<file path="src/rtl/leve_pipe_pkg.sv">
// Shared types for the LEVE pipeline sequencing/hazard controller.
package leve_pipe_pkg;

  localparam int LEVE_NREG = 32;
  localparam int LEVE_RDW  = 5;

  typedef struct packed {
    logic                valid;
    logic                rd_we;
    logic [LEVE_RDW-1:0] rd;
  } pstage_t;

endpackage

</file>
<file path="src/rtl/leve_pipe_sb.sv">
// Scoreboard comparator: flags a read-after-write hazard against in-flight stages.
// LEVE_RF_BYPASS_EN: the writeback stage forwards, so it is left out of the compare.
module leve_pipe_sb
  import leve_pipe_pkg::*;
#(
  parameter int STAGES = 4
) (
  input  pstage_t [STAGES-1:0] stg,
  input  logic                 rs1_use,
  input  logic [4:0]           rs1,
  input  logic                 rs2_use,
  input  logic [4:0]           rs2,
  output logic                 hazard
);

`ifdef LEVE_RF_BYPASS_EN
  localparam int NCMP = STAGES - 1;
`else
  localparam int NCMP = STAGES;
`endif

  // r0 is hardwired to zero, so a write to it never produces a value to wait for.
  always_comb begin
    hazard = 1'b0;
    for (int k = 0; k < NCMP; k++) begin
      if (stg[k].valid && stg[k].rd_we && (stg[k].rd != '0) &&
          ((rs1_use && (stg[k].rd == rs1)) || (rs2_use && (stg[k].rd == rs2))))
        hazard = 1'b1;
    end
  end

endmodule

</file>
<file path="src/rtl/leve_pipe_ctl.sv">
// LEVE pipeline sequencing and hazard controller: per-stage valid/rd tracking,
// RAW issue stall, branch-redirect kill, saturating stall counter. Macro: LEVE_RF_BYPASS_EN.
module leve_pipe_ctl
  import leve_pipe_pkg::*;
#(
  parameter int STAGES   = 4,
  parameter int BR_STAGE = 2,
  parameter int CNT_W    = 32
) (
  input  logic              CLK,
  input  logic              RST,
  input  logic              IN_VALID,
  output logic              IN_READY,
  input  logic              IN_RD_WE,
  input  logic [4:0]        IN_RD,
  input  logic              IN_RS1_USE,
  input  logic              IN_RS2_USE,
  input  logic [4:0]        IN_RS1,
  input  logic [4:0]        IN_RS2,
  input  logic              REDIRECT,
  output logic [STAGES-1:0] VALID,
  output logic              WB_WE,
  output logic [4:0]        WB_RD,
  output logic              RETIRE,
  output logic [CNT_W-1:0]  STALL_CNT
);

  pstage_t [STAGES-1:0] stg;
  pstage_t [STAGES-1:0] stg_nxt;
  logic                 hazard;
  logic                 issue;
  logic [CNT_W-1:0]     cnt;

  leve_pipe_sb #(.STAGES(STAGES)) u_sb (
    .stg     (stg),
    .rs1_use (IN_RS1_USE),
    .rs1     (IN_RS1),
    .rs2_use (IN_RS2_USE),
    .rs2     (IN_RS2),
    .hazard  (hazard)
  );

  // Issue handshake: an instruction enters stage 0 on a rising edge where
  // IN_VALID and IN_READY are both high. IN_READY never looks at IN_VALID,
  // and IN_VALID may be dropped or changed at any time without penalty.
  assign IN_READY = !RST && !REDIRECT && !hazard;
  assign issue    = IN_VALID && IN_READY;

  // Stages advance every cycle; a redirect clears everything younger than the branch.
  always_comb begin
    stg_nxt = '0;
    if (issue)
      stg_nxt[0] = {1'b1, IN_RD_WE, IN_RD};
    for (int k = 1; k < STAGES; k++) begin
      if (REDIRECT && (k <= BR_STAGE))
        stg_nxt[k] = '0;
      else
        stg_nxt[k] = stg[k-1];
    end
  end

  always_ff @(posedge CLK or posedge RST) begin
    if (RST)
      stg <= '0;
    else
      stg <= stg_nxt;
  end

  always_ff @(posedge CLK or posedge RST) begin
    if (RST)
      cnt <= '0;
    else if (IN_VALID && hazard && !REDIRECT && (cnt != '1))
      cnt <= cnt + CNT_W'(1);
  end

  for (genvar k = 0; k < STAGES; k++) begin : g_valid
    assign VALID[k] = stg[k].valid;
  end

  assign RETIRE    = stg[STAGES-1].valid;
  assign WB_WE     = stg[STAGES-1].valid && stg[STAGES-1].rd_we;
  assign WB_RD     = stg[STAGES-1].rd;
  assign STALL_CNT = cnt;

endmodule

</file>
<file path="config.mk">
export PLATFORM = sky130hd
export DESIGN_NAME = leve_pipe_ctl
export DESIGN_NICKNAME = d
export VERILOG_FILES = /design/src/rtl/leve_pipe_pkg.sv /design/src/rtl/leve_pipe_sb.sv /design/src/rtl/leve_pipe_ctl.sv
export SDC_FILE = /design/constraint.sdc
export NUM_CORES = 1
export LEC_CHECK = 0
export ABC_AREA = 1
export ABC_CLOCK_PERIOD_IN_PS = 2300
export BUFFER_PORTS_ARGS = -buffer_cell sky130_fd_sc_hd__buf_4
export CORE_UTILIZATION = 35
export CTS_CLUSTER_SIZE = 40
export DETAILED_ROUTE_END_ITERATION = 8
export MAX_ROUTING_LAYER = met4
export PLACE_DENSITY = 0.61
export SYNTH_ARGS = -nofsm -noshare
export SYNTH_HDL_FRONTEND = slang
export SYNTH_SLANG_ARGS = --single-unit
</file>
<file path="constraint.sdc">
create_clock -name CLK -period 2.3 [get_ports CLK]
set_input_delay 0.115 -clock CLK [delete_from_list [all_inputs] [get_ports CLK]]
set_output_delay 0.115 -clock CLK [all_outputs]
set_load 0.02 [all_outputs]
</file>
==> results of run 1 <==
-- worst max path at each step --
| stage | start | end | slack, ns | depth (start not counted) |
|---|---|---|---|---|
| after floorplan | RST | stg[0] | 0.21 | 3 |
| after detailed placement | STALL_CNT[0] | STALL_CNT[13] | 0.31 | 9 |
| after global placement | STALL_CNT[0] | STALL_CNT[29] | 0.39 | 9 |
| after CTS | STALL_CNT[0] | STALL_CNT[13] | 0.29 | 9 |
| final | STALL_CNT[0] | STALL_CNT[16] | 0.29 | 9 |
| after global routing | STALL_CNT[0] | STALL_CNT[12] | 0.05 | 9 |
-- registers in the layout, summed over array words and instances, names as in the netlist --
register,flops
RETIRE,1
STALL_CNT,32
VALID,3
WB_RD,5
stg,19
-- repair_timing --
item	4_1_cts	5_1_grt
hold endpoints to repair	17	0
setup endpoints to repair	0	0
hold buffers	5	0
-- area by class of cell --
cell class              instances  area [sq um]
fillers                      1130          6080
repair buffers                 75           576
multi-input cells             430          1990
well taps                     140           175
clock inverters                 3          45.0
inverters                      82           308
flip-flops and latches         60          1500
clock buffers                  12           267
-- cells in the final DEF, fill, tap and decap left out, drive strengths merged --
cell	count
nor2	92
inv	82
nor3b	3
ha	1
xnor2	6
buf	70
nand3	45
nand4	39
nand3b	1
o21ai	5
clkinvlp	2
dfrtp	60
clkbuf	12
nand2	221
nor3	7
bufinv	1
dlygate4sd3	5
xor2	10
-- metal layers --
metal  share of wire [%]  GRT usage (%)  vias up
met3                 4.1           3.98       12
met2                  49           33.3       90
met5                   0              -        -
met4                 1.2           5.58        0
met1                  46           25.3     1813
li1                    -              -     1963
-- through the flow --
stage / util, % / worst slack (ns)
after floorplan: - / 0.215
after global placement: 41.1 / 0.395
after detailed placement: 41.1 / 0.314
after CTS: 44.4 / 0.292
after global routing: 44.4 / 0.0543
final: 44.4 / 0.289
-- logic make-up after synthesis --
| family | synth area share, % |
|---|---|
| flip-flops | 38.0 |
| AND/OR/NAND/NOR | 45.7 |
| buffers and inverters | 11.8 |
| XOR/XNOR | 3.55 |
| AO/OA/AOI/OAI | 0.634 |
| adder cells (fa/ha/maj) | 0.317 |
-- critical path: cells and delay by family, from the launching register on --
family	cells	cell delay, ns
and+or+nand+nor	8	1.18
DFF	1	0.43
adders and majority gates	1	0.33
-- power groups by stage --
stage / clock network, uW / logic (uW) / registers, uW
4_1_cts: 1440 / 197 / 1070
3_5_place_dp: 0 / 189 / 1090
5_1_grt: 1490 / 221 / 1070
2_1_floorplan: 0 / 110 / 1090
3_3_place_gp: 0 / 185 / 1090
6_report: 1410 / 194 / 1070
==> implementation parameters, run 1 <==
Parameter                              Value

STA
  Final worst path period need    2.01 ns
  Max Transition Viols Final    0
  Worst hold slack    ~0.015 ns
  Final-report setup violation count    0
  Fmax    0.497 GHz
  Ratio of final minimum period to clock period    between 80% and 90%
  RSZ-0062 raised after global routing    no
  Maximum clock skew at final layout    between 0.009 and 0.01 ns
  Worst-Margin Slew    between 0.4 and 0.5 ns
  Final Hold Violating Endpoints    0
  Worst slew slack as a fraction of its limit    a little over two thirds
  Setup Total Neg Slack    0 ns

Yosys
  Most used standard cell by instance count after synthesis    sky130_fd_sc_hd__nand2_1
  Area leader, netlist    sky130_fd_sc_hd__dfrtp_1
  Sequential-to-total area share from yosys stat    between 30% and 40%
  Count of yosys warnings during synthesis    0
  Post-synth cell types    29
  Area fraction of the dominant cell type after synthesis    between 30% and 40%
  Synthesized net count    between 600 and 700
  Mean instance size in the synthesized netlist    between 6 and 7 sq um
  Post-synthesis instance area    around 0.0039 sq mm
  Total of flip-flops plus latches after synthesis    60
  Main area contributors after synthesis    sky130_fd_sc_hd__dfrtp_1 38%, sky130_fd_sc_hd__nand2_1 21%, sky130_fd_sc_hd__nor2_1 8.4%, sky130_fd_sc_hd__inv_1 6.9%, sky130_fd_sc_hd__nand4_1 6.0%
  Commonest cells post-synth    217 x sky130_fd_sc_hd__nand2_1, 88 x sky130_fd_sc_hd__nor2_1, 73 x sky130_fd_sc_hd__inv_1
  Post-Synthesis Cells    approximately 600
  EDFF count, synth    0
  Synth async-reset ratio    100%
  Most used DFF post-synth    sky130_fd_sc_hd__dfrtp_1

CTS
  Number of sinks handled by clock tree synthesis    60
  Clock-pin slew reported for the worst setup and hold paths after clock tree synthesis    around 0.06 ns
  CTS Buffer Depth    2
  CTS root buf    sky130_fd_sc_hd__clkbuf_16
  H-tree Lvls    3
  Clock latency at the later pin of the worst-skew pair    0.33 ns
  CTS tree    built
  Total setup buffers inserted after CTS    0
  Cells resized by post-CTS repair    0
  Clock buffer count from CTS    9

Placement
  HPWL Detailed    7.79 mm
  Count of placed standard cells including taps    782
  Area after DPL    0.00450 sq mm
  Global placer's final weighted congestion    roughly 0.87
  Buffers added on ports    65

Power
  Internal power    between 2000 and 2500 uW
  Worst vdd rail ir drop    about 320 uV
  Relative contribution of combinational cells to total power    7.3%
  Portion of total power attributed to the clock network    52.7%
  Power spent charging and discharging nets    approximately 620 uW
  Fraction of power spent switching nets    23.2%
  Areal power density over the cells    551 mW/mm^2
  Fraction of power consumed by sequential logic    40.1%
  Post-route total power    2680 uW
  Reported leakage power    roughly 0.0026 uW

Cells and area
  Fraction of final layout cells with drive strength greater than 1    16.8%
  Count of inserted antenna diode cells    0
  Post-route cell area    0.00486 sq mm
  Net count reported at finish    681
  Layout overhead on the synthesized area    23.1%
  Final Instance Count excl. Fillers    roughly 800

GRT
  Maximum number of pins on one net before global-route repair    34
  Number of antenna violations at the first check in global routing    0
  Global-route wire length before repair    17.8 mm
  Via count of the first global-routing pass    approximately 3700
  GRT Util Overall    about a fifth
  Aggregate global routing overflow    0

Setup path
  Setup crit start kind    flop
  Library cell contributing the largest single delay on the critical path    sky130_fd_sc_hd__dfrtp_1
  Register-to-Register Path Depth    9
  Endpoint type of the worst setup path    flop
  Setup slack on the worst flop-to-flop path    between 0.2 and 0.3 ns
  Arrival time of data at the critical path endpoint    approximately 2.3 ns
  Chain of cells forming the critical path    ha_1 -> nand3_4 -> nor2_4 -> nand2_2 -> nor2_4 -> nand3_4 -> nand3_4 -> nand2_1 -> nand2_1
  Cell repeated most along the worst path    sky130_fd_sc_hd__nand3_4
  Maximum fanout along the worst path    22
  R2R Path End    STALL_CNT[16]
  R2R Path Start    STALL_CNT[0]
  Stage delay of the slowest cell on the critical path    about 0.43 ns
  Critical setup path kind    reg2reg
  Required time of the worst setup path    2.56 ns

Floorplanning
  I/O pin cnt    66
  Chip Height    around 110 um
  Full die area    around 0.012 sq mm
  Row count    38
  Width of the chip    approximately 110 um
  Starting utilization of the core area    36.1%
  Core area    between 0.01 and 0.015 sq mm

Worst hold path
  End point of the worst hold path    stg[3]
  Path type of the worst min-delay path    in2reg
  Hold path startpoint    IN_RD[3]
  Cell depth of the worst min-delay path    3

Drt
  Number of remaining DRC errors    0
  1st-pass router iterations    5
  Via total after detailed routing    a little under 4000
  Remaining antenna violation count    0
  Routed wire length per instance    13.0 um
  Detailed router's first-iteration violation count    between 300 and 400
  Routed WL    between 10 and 15 mm
  Via density    between 4 and 5

Run status
  Status    finished clean

Flow run
  # Max-Cap Violations    0
No activity file was read; power rests on OpenSTA's default activity.
==> run 2: changes to the inputs <==
PLACE_DENSITY = 0.55   (was 0.61)
==> run 2 against run 1 <==
  * Global-route usage fell by 0.21 points
  * Sequential power about the same
  * Largest power group unchanged
  * Cell count fell by 0.62%
==> implementation parameters, run 2 (synthesized netlist as in run 1, its figures left out) <==
Parameter                              Value

Run status
  Status    finished clean

CTS
  CTS root buf    sky130_fd_sc_hd__clkbuf_16
  Cells resized by post-CTS repair    0
  Clock buffer count from CTS    9
  H-tree Lvls    3
  Number of sinks handled by clock tree synthesis    60
  Clock latency at the later pin of the worst-skew pair    ~0.32 ns
  Clock-pin slew reported for the worst setup and hold paths after clock tree synthesis    approximately 0.05 ns
  CTS Buffer Depth    2
  Total setup buffers inserted after CTS    0
  CTS hold repair buffers    1
  CTS tree    built

Setup path
  Critical setup path kind    reg2reg
  Endpoint type of the worst setup path    flop
  Library cell contributing the largest single delay on the critical path    sky130_fd_sc_hd__dfrtp_1
  Setup crit start kind    flop
  Maximum fanout along the worst path    22
  R2R Path Start    STALL_CNT[0]
  Chain of cells forming the critical path    ha_1 -> nand3_4 -> nor2_4 -> nand2_2 -> nor2_4 -> nand3_4 -> nand3_4 -> nand2_1 -> nand2_1
  Crit path from    STALL_CNT[0]
  Arrival time of data at the critical path endpoint    about 2.3 ns
  CP Buf/Inv Count    0
  Required time of the worst setup path    around 2.6 ns
  Cell repeated most along the worst path    sky130_fd_sc_hd__nand3_4
  Stage delay of the slowest cell on the critical path    roughly 0.43 ns
  Kind of cell adding the most delay to the critical path    simple AND/OR/NAND/NOR gates

Placement
  Global placer's final weighted congestion    0.908
  Buffers added on ports    65
  Post-Place Setup Slack    approximately 0.28 ns
  HPWL Detailed    around 8.0 mm

Floorplanning
  Width of the chip    roughly 110 um
  Core area    0.0109 sq mm
  I/O pin cnt    66
  Starting utilization of the core area    36.1%
  Chip Height    between 100 and 150 um
  Row count    38
  Full die area    around 0.012 sq mm

STA
  Maximum clock skew at final layout    0.00875 ns
  Max Transition Viols Final    0
  Final-report setup violation count    0
  Worst path setup slack after routing    approximately 0.26 ns
  Setup Total Neg Slack    0 ns
  RSZ-0062 raised after global routing    no
  Worst slew slack as a fraction of its limit    between 50% and 60%
  Worst hold slack    0.0194 ns
  Worst-Margin Slew    0.601 ns
  Fmax    just under 0.5 GHz
  Final Hold Violating Endpoints    0
  Final worst path period need    2.04 ns
  Ratio of final minimum period to clock period    88.8%

Power
  Power spent charging and discharging nets    between 500 and 600 uW
  Fraction of power consumed by sequential logic    43.0%
  Areal power density over the cells    523 mW/mm^2
  Reported leakage power    0.00259 uW
  Internal power    approximately 1900 uW
  Portion of total power attributed to the clock network    between 40% and 50%
  Relative contribution of combinational cells to total power    about 7.5%
  Worst vdd rail ir drop    approximately 340 uV
  Fraction of power spent switching nets    23.6%

Cells and area
  Layout overhead on the synthesized area    20.9%
  Fraction of final layout cells with drive strength greater than 1    between 10% and 20%
  Net count reported at finish    about 680
  Leading cell types in the layout, fill and taps excluded    217 x sky130_fd_sc_hd__nand2_1, 87 x sky130_fd_sc_hd__nor2_1, 72 x sky130_fd_sc_hd__inv_1
  Most common cell after layout, fill and taps aside    sky130_fd_sc_hd__nand2_1
  Count of inserted antenna diode cells    0
  Number of flip-flops in the largest register    32
  Number of fillers in the final layout    about 1100

Drt
  1st-pass router iterations    5
  Detailed router's first-iteration violation count    approximately 270
  Routed WL    about 11 mm
  Via density    roughly 4.9
  Via total after detailed routing    roughly 4000
  Routed wire length per instance    roughly 13 um
  Number of remaining DRC errors    0
  Remaining antenna violation count    0

GRT
  Aggregate global routing overflow    0
  Maximum number of pins on one net before global-route repair    47
  GRT Util Overall    20.1%
  Global-route wire length before repair    around 18 mm
  Via count of the first global-routing pass    3613
  Number of antenna violations at the first check in global routing    0

Flow run
  # Max-Cap Violations    0

Worst hold path
  Path type of the worst min-delay path    in2reg
  Hold path startpoint    IN_RD[0]
-- run 2: layer usage --
metal  track usage (%)  routed length [um]  vias to the layer above
met5                 -                   0                        -
li1                  -                   -                     1952
met1              27.8                5150                     1828
met2              30.4                4860                       95
met3              3.80                 515                       11
met4              4.21                 114                        0
-- run 2: final timing paths --
kind | endpoint | slack, ns | cells after the start
max in group asynchronous | STALL_CNT[26] | 1.04 | 4
min reg2reg | stg[26] | 0.38 | 0
max reg2reg | STALL_CNT[14] | 0.26 | 9
min | stg[0] | 0.02 | 3
max | STALL_CNT[14] | 0.26 | 9
min in group asynchronous | VALID[0] | 0.33 | 3
-- run 2: stage by stage --
| step | utilization (%) | total power [uW] | cells | instance area [sq um] |
|---|---|---|---|---|
| 5_1_grt | 43.6 | 2600 | 797 | 4770 |
| 2_1_floorplan | - | 1200 | 595 | 3950 |
| 3_5_place_dp | 41.1 | 1280 | 781 | 4490 |
| 3_3_place_gp | 41.1 | 1280 | 781 | 4490 |
| 6_report | 43.6 | 2500 | 797 | 4770 |
| 4_1_cts | 43.6 | 2520 | 797 | 4770 |
-- run 2: layout make-up --
| cell class | instances | area, sq um | area share [%] |
|---|---|---|---|
| Multi-Input combinational cell | 430 | 1990 | 41.7 |
| Tap cell | 140 | 175 | 3.67 |
| Sequential cell | 60 | 1500 | 31.5 |
| Inverter | 82 | 308 | 6.45 |
| Clock buffer | 13 | 260 | 5.46 |
| Clock inverter | 2 | 10.0 | 0.210 |
| Timing Repair Buffer | 70 | 528 | 11.1 |
-- run 2: worst reg2reg max path, cell delays in order (launching register included) --
cell	delay [ns]
sky130_fd_sc_hd__dfrtp_1	0.43
sky130_fd_sc_hd__ha_1	0.33
sky130_fd_sc_hd__nand3_4	0.13
sky130_fd_sc_hd__nor2_4	0.15
sky130_fd_sc_hd__nand2_2	0.10
sky130_fd_sc_hd__nor2_4	0.11
sky130_fd_sc_hd__nand3_4	0.24
sky130_fd_sc_hd__nand3_4	0.33
sky130_fd_sc_hd__nand2_1	0.10
sky130_fd_sc_hd__nand2_1	0.07
-- run 2: power groups by stage --
stage / Clock (uW) / Combinational [uW] / Sequential, uW
after global placement: 0 / 184 / 1090
after CTS: 1260 / 188 / 1070
after floorplan: 0 / 110 / 1090
final: 1240 / 186 / 1070
after detailed placement: 0 / 186 / 1090
after global routing: 1320 / 211 / 1070
==> run 3: changes to the inputs <==
REMOVE_ABC_BUFFERS = 1   (was unset)
==> run 3 against run 2 <==
  * Cell count up 0.63%
  * Hold slack lost 0.016 ns
  * Fmax fell by 1.2%
  * Register-to-register slack got worse by 0.02 ns
  * Die area stayed put
  * Critical endpoint is now STALL_CNT[13]
  * Largest cell class unchanged
==> implementation parameters, run 3 (synthesized netlist as in run 1, its figures left out) <==
Parameter                              Value

CTS
  Number of sinks handled by clock tree synthesis    60
  CTS tree    built
  Clock buffer count from CTS    9
  Clock latency at the later pin of the worst-skew pair    0.33 ns
  H-tree Lvls    3
  Cells resized by post-CTS repair    0
  Total setup buffers inserted after CTS    0
  Clock-pin slew reported for the worst setup and hold paths after clock tree synthesis    0.06 ns
  CTS root buf    sky130_fd_sc_hd__clkbuf_16
  CTS Buffer Depth    2

Placement
  Post-Place Setup Slack    between 0.2 and 0.3 ns
  Buffers added on ports    65
  HPWL Detailed    ~8 mm
  Global placer's final weighted congestion    ~0.87
  Count of placed standard cells including taps    slightly below 800

Power
  Relative contribution of combinational cells to total power    under 10%
  Reported leakage power    ~0.0026 uW
  Portion of total power attributed to the clock network    51.8%
  Power spent charging and discharging nets    638 uW
  Internal power    slightly below 2000 uW
  Fraction of power consumed by sequential logic    approximately two fifths
  Worst vdd rail ir drop    about 300 uV
  Areal power density over the cells    543 mW/mm^2
  Fraction of power spent switching nets    between 20% and 30%

Cells and area
  Final Instance Count excl. Fillers    about 800
  Post-layout utilization of the core    between 40% and 50%
  Layout overhead on the synthesized area    22.4%
  Count of inserted antenna diode cells    0
  Net count reported at finish    slightly below 700
  Fraction of final layout cells with drive strength greater than 1    approximately 17%
  Leading cell types in the layout, fill and taps excluded    217 x sky130_fd_sc_hd__nand2_1, 87 x sky130_fd_sc_hd__nor2_1, 73 x sky130_fd_sc_hd__buf_4
  Number of flip-flops in the largest register    32
  Most common cell after layout, fill and taps aside    sky130_fd_sc_hd__nand2_1

Setup path
  Chain of cells forming the critical path    ha_1 -> nand3_4 -> nor2_4 -> nand2_2 -> nor2_4 -> nand3_4 -> nand3_4 -> nand2_1 -> nand2_1
  Library cell contributing the largest single delay on the critical path    sky130_fd_sc_hd__dfrtp_1
  Maximum fanout along the worst path    22
  Arrival time of data at the critical path endpoint    around 2.3 ns
  Endpoint type of the worst setup path    flop
  Setup crit start kind    flop
  Critical setup path kind    reg2reg
  Required time of the worst setup path    approximately 2.6 ns
  Setup slack on the worst flop-to-flop path    0.23 ns
  Cell repeated most along the worst path    sky130_fd_sc_hd__nand3_4
  Stage delay of the slowest cell on the critical path    about 0.44 ns

STA
  Worst hold slack    roughly 0.0035 ns
  Final worst path period need    2.07 ns
  RSZ-0062 raised after global routing    no
  Setup Total Neg Slack    0 ns
  Worst path setup slack after routing    between 0.2 and 0.25 ns
  Ratio of final minimum period to clock period    89.9%
  Worst slew slack as a fraction of its limit    between 60% and 70%
  Fmax    ~0.48 GHz
  Final-report setup violation count    0
  Max Transition Viols Final    0
  Maximum clock skew at final layout    a little over 0.007 ns
  Worst-Margin Slew    about 0.51 ns
  Final Hold Violating Endpoints    0

Drt
  Remaining antenna violation count    0
  Via total after detailed routing    3879
  Detailed router's first-iteration violation count    200
  Routed WL    roughly 11 mm
  Routed wire length per instance    roughly 13 um
  Via density    ~4.8
  Number of remaining DRC errors    0
  1st-pass router iterations    4

Floorplanning
  Full die area    0.0117 sq mm
  Width of the chip    108 um
  Chip Height    108 um
  Starting utilization of the core area    36.1%
  Core area    between 0.01 and 0.015 sq mm
  Row count    38
  I/O pin cnt    between 60 and 70

GRT
  Via count of the first global-routing pass    ~3700
  Global-route wire length before repair    roughly 18 mm
  GRT Util Overall    20.2%
  Number of antenna violations at the first check in global routing    0
  Maximum number of pins on one net before global-route repair    38
  Aggregate global routing overflow    0

Run status
  Status    finished clean

Flow run
  # Max-Cap Violations    0

Worst hold path
  Path type of the worst min-delay path    in2reg
## run 3: final timing paths
path	from	end	depth (start not counted)
max	STALL_CNT[0]	STALL_CNT[13]	9
min	IN_RD[0]	stg[0]	3
max reg2reg	STALL_CNT[0]	STALL_CNT[13]	9
min reg2reg	stg[19]	stg[26]	0
max in group asynchronous	RST	stg[18]	4
min in group asynchronous	RST	STALL_CNT[23]	4
## run 3: power groups by stage
stage,logic (uW),clock network (uW),registers (uW)
finish,192,1360,1070
global route,219,1430,1070
CTS,195,1380,1070
detailed placement,192,0,1090
global placement,188,0,1090
floorplan,96.0,0,1090
## run 3: cell type report
| type | instances | area (sq um) |
|---|---|---|
| sequential | 60 | 1500 |
| timing repair buffer | 75 | 568 |
| inverter | 82 | 308 |
| clock buffer | 10 | 239 |
| multi-input combinational | 430 | 1990 |
| tap | 140 | 175 |
| clock inverter | 5 | 52.6 |
| fill | 1166 | 6100 |
## run 3: per-layer routing
| layer | share of wire [%] | GRT usage, % | vias up | wire, um |
|---|---|---|---|---|
| met5 | 0 | - | - | 0 |
| met4 | 1.9 | 7.63 | 0 | 199 |
| met3 | 3.4 | 2.59 | 18 | 363 |
| met2 | 50 | 34.5 | 79 | 5380 |
| met1 | 45 | 24.3 | 1804 | 4800 |
| li1 | - | - | 1978 | - |
## run 3: critical path: cells and delay by family, from the launching register on
family	cells	cell delay, ns
adder cells (fa/ha/maj)	1	0.33
flip-flops	1	0.44
AND/OR/NAND/NOR	8	1.23
## run 3: what timing repair did
action	CTS	global route
setup endpoints to repair	0	0
hold endpoints to repair	25	0
hold buffers	2	0
## run 3: through the flow
stage                     power [uW]  area [sq um]
final                           2630          4830
after global routing            2720          4830
after floorplan                 1190          3790
after CTS                       2650          4830
after global placement          1280          4520
after detailed placement        1280          4520
